`config.mk`:
```
export PLATFORM = sky130hd
export DESIGN_NAME = frame_tx_scheduler
export DESIGN_NICKNAME = d
export VERILOG_FILES = /design/src/rtl/frame_tx_scheduler.sv
export SDC_FILE = /design/constraint.sdc
export NUM_CORES = 1
export LEC_CHECK = 0
export CAP_MARGIN = 20
export CORE_MARGIN = 2
export CORE_UTILIZATION = 47
export CTS_CLUSTER_DIAMETER = 30
export DETAILED_ROUTE_END_ITERATION = 6
export PLACE_DENSITY = 0.9
export SLEW_MARGIN = 20
export SYNTH_ARGS = -nofsm -noshare
export SYNTH_HDL_FRONTEND = slang
export SYNTH_SLANG_ARGS = --single-unit
```
`constraint.sdc`:
```
create_clock -name CLK -period 6.4 [get_ports CLK]
set_input_delay 1.28 -clock CLK [delete_from_list [all_inputs] [get_ports CLK]]
set_output_delay 1.28 -clock CLK [all_outputs]
set_load 0.02 [all_outputs]
```
`src/rtl/frame_tx_scheduler.sv`:
```
// Frame transmit scheduler: sends a header word, FRAME_WORDS pixel words from a
// FWFT pixel FIFO, then a trailer word. Every word is gated on FIFO-chip space.
module frame_tx_scheduler #(
  parameter int          FRAME_WORDS = 2073600,
  parameter int          BURST_MAX   = 1024,
  parameter logic [15:0] HDR_TAG     = 16'hA5A5,
  parameter logic [7:0]  TRL_TAG     = 8'h5A
) (
  input  logic        CLK,
  input  logic        rst,
  input  logic        start,
  input  logic [15:0] frame_id,
  input  logic [31:0] pix_data,
  input  logic        pix_empty,
  output logic        pix_rd,
  input  logic        txe_n,
  output logic [31:0] out_data,
  output logic        out_valid,
  output logic [3:0]  out_be,
  output logic [20:0] word_cnt,
  output logic        busy,
  output logic        done
);

  localparam int                 BURST_W    = $clog2(BURST_MAX + 1);
  localparam logic [20:0]        FRAME_LAST = 21'(FRAME_WORDS);
  localparam logic [BURST_W-1:0] BURST_LAST = BURST_W'(BURST_MAX);
  localparam logic [BURST_W-1:0] BURST_ONE  = BURST_W'(1);

  typedef enum logic [2:0] {
    S_IDLE,
    S_HDR,
    S_PIX,
    S_GAP,
    S_TRL,
    S_DONE
  } state_t;

  state_t             state_reg;
  logic [15:0]        frame_id_reg;
  logic [BURST_W-1:0] burst_cnt_reg;
  logic [20:0]        word_cnt_reg;
  logic [20:0]        word_cnt_next;
  logic [BURST_W-1:0] burst_cnt_next;

  // Pop only when the word can actually leave this cycle.
  assign pix_rd         = (state_reg == S_PIX) & ~txe_n & ~pix_empty;
  assign word_cnt_next  = word_cnt_reg + 21'd1;
  assign burst_cnt_next = burst_cnt_reg + BURST_ONE;
  assign busy           = (state_reg != S_IDLE);
  assign word_cnt       = word_cnt_reg;

  always_ff @(posedge CLK) begin
    if (rst) begin
      state_reg     <= S_IDLE;
      frame_id_reg  <= 16'h0000;
      burst_cnt_reg <= '0;
      word_cnt_reg  <= 21'd0;
      out_data      <= 32'h0000_0000;
      out_valid     <= 1'b0;
      out_be        <= 4'h0;
      done          <= 1'b0;
    end else begin
      out_valid <= 1'b0;
      out_be    <= 4'h0;
      done      <= 1'b0;
      case (state_reg)
        S_IDLE: begin
          if (start) begin
            frame_id_reg  <= frame_id;
            word_cnt_reg  <= 21'd0;
            burst_cnt_reg <= '0;
            state_reg     <= S_HDR;
          end
        end
        S_HDR: begin
          if (!txe_n) begin
            out_data  <= {HDR_TAG, frame_id_reg};
            out_valid <= 1'b1;
            out_be    <= 4'hF;
            state_reg <= S_PIX;
          end
        end
        S_PIX: begin
          if (pix_rd) begin
            out_data      <= pix_data;
            out_valid     <= 1'b1;
            out_be        <= 4'hF;
            word_cnt_reg  <= word_cnt_next;
            burst_cnt_reg <= burst_cnt_next;
            // End of frame wins over the burst gap.
            if (word_cnt_next == FRAME_LAST) begin
              state_reg <= S_TRL;
            end else if (burst_cnt_next == BURST_LAST) begin
              state_reg <= S_GAP;
            end
          end
        end
        S_GAP: begin
          burst_cnt_reg <= '0;
          state_reg     <= S_PIX;
        end
        S_TRL: begin
          if (!txe_n) begin
            out_data  <= {TRL_TAG, 3'b000, word_cnt_reg};
            out_valid <= 1'b1;
            out_be    <= 4'hF;
            done      <= 1'b1;
            state_reg <= S_DONE;
          end
        end
        S_DONE: begin
          state_reg <= S_IDLE;
        end
        default: begin
          state_reg <= S_IDLE;
        end
      endcase
    end
  end

endmodule

```
# Yosys cells after proc, flatten, opt, wreduce, memory -nomap -nowiden
# Cells that the tools add are included.
# word_totals
in_bits,53
out_inout_bits,61
word_cells,61
register_bits,89
# op_classes
eq_ne,11
muxes,23
n_addsub,2
bitwise,5
reduce_logical,12
# op_table
cell,count
32-bit two-way mux,3
32-bit case mux with 3 select lines,1
21-bit two-way mux,2
21-bit case mux with 2 select lines,1
11-bit case mux with 3 select lines,1
11-bit two-way mux,2
21-bit by 1-bit adder with 21-bit output (second input constant),1
21-bit == test (second input constant),1
3-bit two-way mux,6
3-bit case mux with 5 select lines,1
11-bit by 1-bit adder with 11-bit output (second input constant),1
11-bit == test (second input constant),1
3-bit nonzero test,3
4-bit two-way mux,2
2-bit != test (second input constant),4
4-bit case mux with 2 select lines,1
3-bit by 2-bit == test with 1-bit output (second input constant),2
3-bit AND reduction,2
5-bit AND reduction,1
4-bit AND reduction,1
2-bit OR reduction,2
3-bit by 1-bit == test with 1-bit output (second input constant),1
3-bit == test (second input constant),1
3-bit zero test,1
7 further kinds,11

# Longest topological paths before layout
# logic_depth
ltp_word,6
mapped_depth,10
mapped_depth_nobuf,7

# Worst setup path before layout
# Ideal clock, no wire load.
# synth_path
path_type,input to output
from,input txe_n
to,output pix_rd
t_required_ns,5.120
arrival_ns,2.137
path_stages,6
path_slack_ns,2.983
cell_sequence,nor2_1 nand2_1 clkbuf_1 inv_1 buf_2 buf_2
# synth_via
elab_chain_cells,3
# synth_rtl
element,line,rtl
start: declaration,16,"input logic txe_n,"
1-bit NOT,47,assign pix_rd = (state_reg == S_PIX) & ~txe_n & ~pix_empty;
1-bit AND (2 in series),47,
end: declaration,15,"output logic pix_rd,"
# Every way passes these cells.

# Worst setup path in the final report
# Ends and elaborated chain as after synthesis.

==> results.toml <==
[synth]
synth_edf_count = 0
synth_simple_gate_area_share = 0.258
synth_top_area_frac = 0.391
synth-async-reset-ratio = 0
syn_nets = 620
synthTopCellsByArea = "dfxtp_1 (39%), a21oi_1 (8.2%), nand2_1 (6.1%)"
ys_ff_latch = 85
synth-main-ff-cell = "dfxtp_1"
synth.distinct_cells = 63
postSynthCellCount = 564
syn_avg_cell_area_um2 = 7.71
synth_compound_area_frac = 0.269
synthMuxAreaShare = 0.00230
yosysWarnings = 0
synth_fa_ha_area_frac = 0.00864
yosys.area.top_type = "dfxtp_1"
ys_seq_area_frac = 0.391
synthXorXnorAreaFrac = 0.0101
synth_top_family_by_area = "compound AO/OA/AOI/OAI gates"
synth_area_mm2 = 0.00435

[final_layout]
final_core_util = 0.616
largest_register_ff_count = 32
n_antenna_cell = 0
fillers = 779
syn_to_final_growth_pct = 29.0
layout-drive-gt1-share = 0.0654
layout_common_cells = "clkdlybuf4s50_1 (112), dfxtp_1 (85), nand2_1 (71), a21oi_1 (71), nor2_1 (67)"
fin_area_mm2 = 0.00561
nNetsFinal = 693
final_common_cell = "clkdlybuf4s50_1"

[placed_design]
numPortBuffers = 113
place_congestion = 0.882
place_area_mm2 = 0.00541
dp_hpwl_um = 8570

[worst_setup_path]
critPathMaxFanout = 38
reg2reg_from = "word_cnt[0]"
cp-start-kind = "primary input"
crit_path_end_kind = "output port"
cp.required_ns = 5.12
crit_type = "primary input to output port"
r2r_cells = 7
r2r_slack_ns = 3.75
reg2reg_to = "state_reg[0]"
cp.arrival_ns = 3.61

[clock_network]
clk_latency_ns = 0.36
cts_buffers = 9
clk_path_buf_depth = 2
cts_resized = 0
cts_sinks = 85
cts-hold-fix-buffers = 0
cts_tree = "yes"
cts_root_buf = "clkbuf_8"
post_cts_buffers = 0
cts-htree-levels = 3
clk_pin_slew_ns = 0.09

[drt]
drtAntennaViolNets = 0
wl_um = 12500
drc_errors = 0
wl_per_cell_um = 16.6
vias = 4573
firstDrtPassIters = 6
drt-initial-drc-count = 340
routed_via_density = 6.07

[job]
drv_cap = 0

[grt]
use_met3 = 0.0550
track_usage = 0.248
grtUsageMet1 = 0.300
grtUsageMet2 = 0.434
overflow = 0
grt_pass1_vias = 4282
grt.busiest_layer = "met2"
grt_max_degree = 88
antenna_found_initial = 0
grt_pass1_wl_um = 20300

[timing]
fin_crit_sh = 0.764
finClkSkew_ns = 0.00555
rsz0062_at_grt = "false"
drv_slew = 0
hold_viol = 0
max_freq_mhz = 204
maxSlewHeadroom = 0.262
worstMarginPinSlew_ns = 1.10
setup_viol = 0
fin_tns_setup_ns = 0
fin_crit_ns = 4.89

[power]
leakage_uw = 0.00186
ir_drop_uv = 137
p_per_area_mw_per_mm2 = 218

[floorplanning]
die_w_um = 100
io_pins = 114
dieArea_mm2 = 0.0100
placementRows = 35
core_area_mm2 = 0.00911
die_height_um = 100
start_util = 0.477

[run_status]
status = "complete, no violations"

[hold_path]
min_from = "out_data[31]"
holdPathStages = 2
min_to = "out_data[31]"
hold_path.class = "flip-flop to flip-flop"
cells by family after synthesis:
kind of cell	Yosys count
AO/OA/AOI/OAI	184
XOR/XNOR	5
adder cells (fa/ha/maj)	3
buffers and inverters	60
flip-flops	85
multiplexers	1
AND/OR/NAND/NOR	226
routing by layer:
| layer | part of all wire | wire length, um |
|---|---|---|
| met1 | 0.41 | 5120 |
| met3 | 0.069 | 866 |
| met5 | 0 | 0 |
| met4 | 0.023 | 282 |
| met2 | 0.50 | 6240 |
where the power goes:
part | leakage, uW | switching [uW] | internal, uW | total (uW)
combinational | 0.00108 | 144 | 112 | 255
clock | 0.0000935 | 206 | 184 | 389
sequential | 0.000691 | 20.7 | 559 | 580
worst max-delay path by stage:
stage               start  endpoint  slack [ns]  cells past startpoint
floorplan           txe_n    pix_rd        2.98                      6
global placement    txe_n    pix_rd        1.65                      6
detailed placement  txe_n    pix_rd        1.59                      6
CTS                 txe_n    pix_rd        1.57                      6
global route        txe_n    pix_rd        1.38                      6
finish              txe_n    pix_rd        1.51                      6
synth_stat cells, drive strengths merged (3+ instances only):
| library cell | count |
|---|---|
| or4 | 4 |
| a22oi | 20 |
| nor3 | 21 |
| a21oi | 71 |
| nand3 | 18 |
| nand4 | 3 |
| and4 | 3 |
| nand3b | 3 |
| buf | 18 |
| xnor2 | 3 |
| nor2 | 67 |
| nor4 | 7 |
| dfxtp | 85 |
| a31oi | 8 |
| inv | 4 |
| and2 | 3 |
| o211ai | 7 |
| nand2 | 71 |
| clkbuf | 38 |
| or3 | 5 |
| nand4b | 3 |
| nor2b | 3 |
| a211oi | 22 |
| a311oi | 7 |
| ha | 3 |
| a221oi | 6 |
| o21ai | 28 |
| and3 | 5 |
| or4b | 3 |
critical path, cell delays in order:
cell and delay, ns:
clkdlybuf4s50_1 0.50, nor2_1 0.21, nand2_1 0.08, buf_4 0.25, inv_1 0.55, clkdlybuf4s50_1 0.73
per-stage QoR:
stage                     hold WS (ns)  std cells  setup slack [ns]  total power [uW]
after floorplan                  0.437        564              2.98               737
after detailed placement         0.443        737              1.59               845
after global placement           0.441        737              1.65               837
after global routing             0.486        753              1.38              1280
final                            0.454        753              1.51              1220
after CTS                        0.456        753              1.57              1230
area by class of cell:
class	instances	area, um^2	share of cell area
well taps	111	139	0.0248
repair buffers	118	1160	0.207
inverters	4	15.0	0.00268
flip-flops and latches	85	1700	0.303
clock buffers	10	128	0.0228
multi-input cells	419	2390	0.426
clock inverters	6	71.3	0.0127
Note: power is estimated with default switching activity, not from simulation.
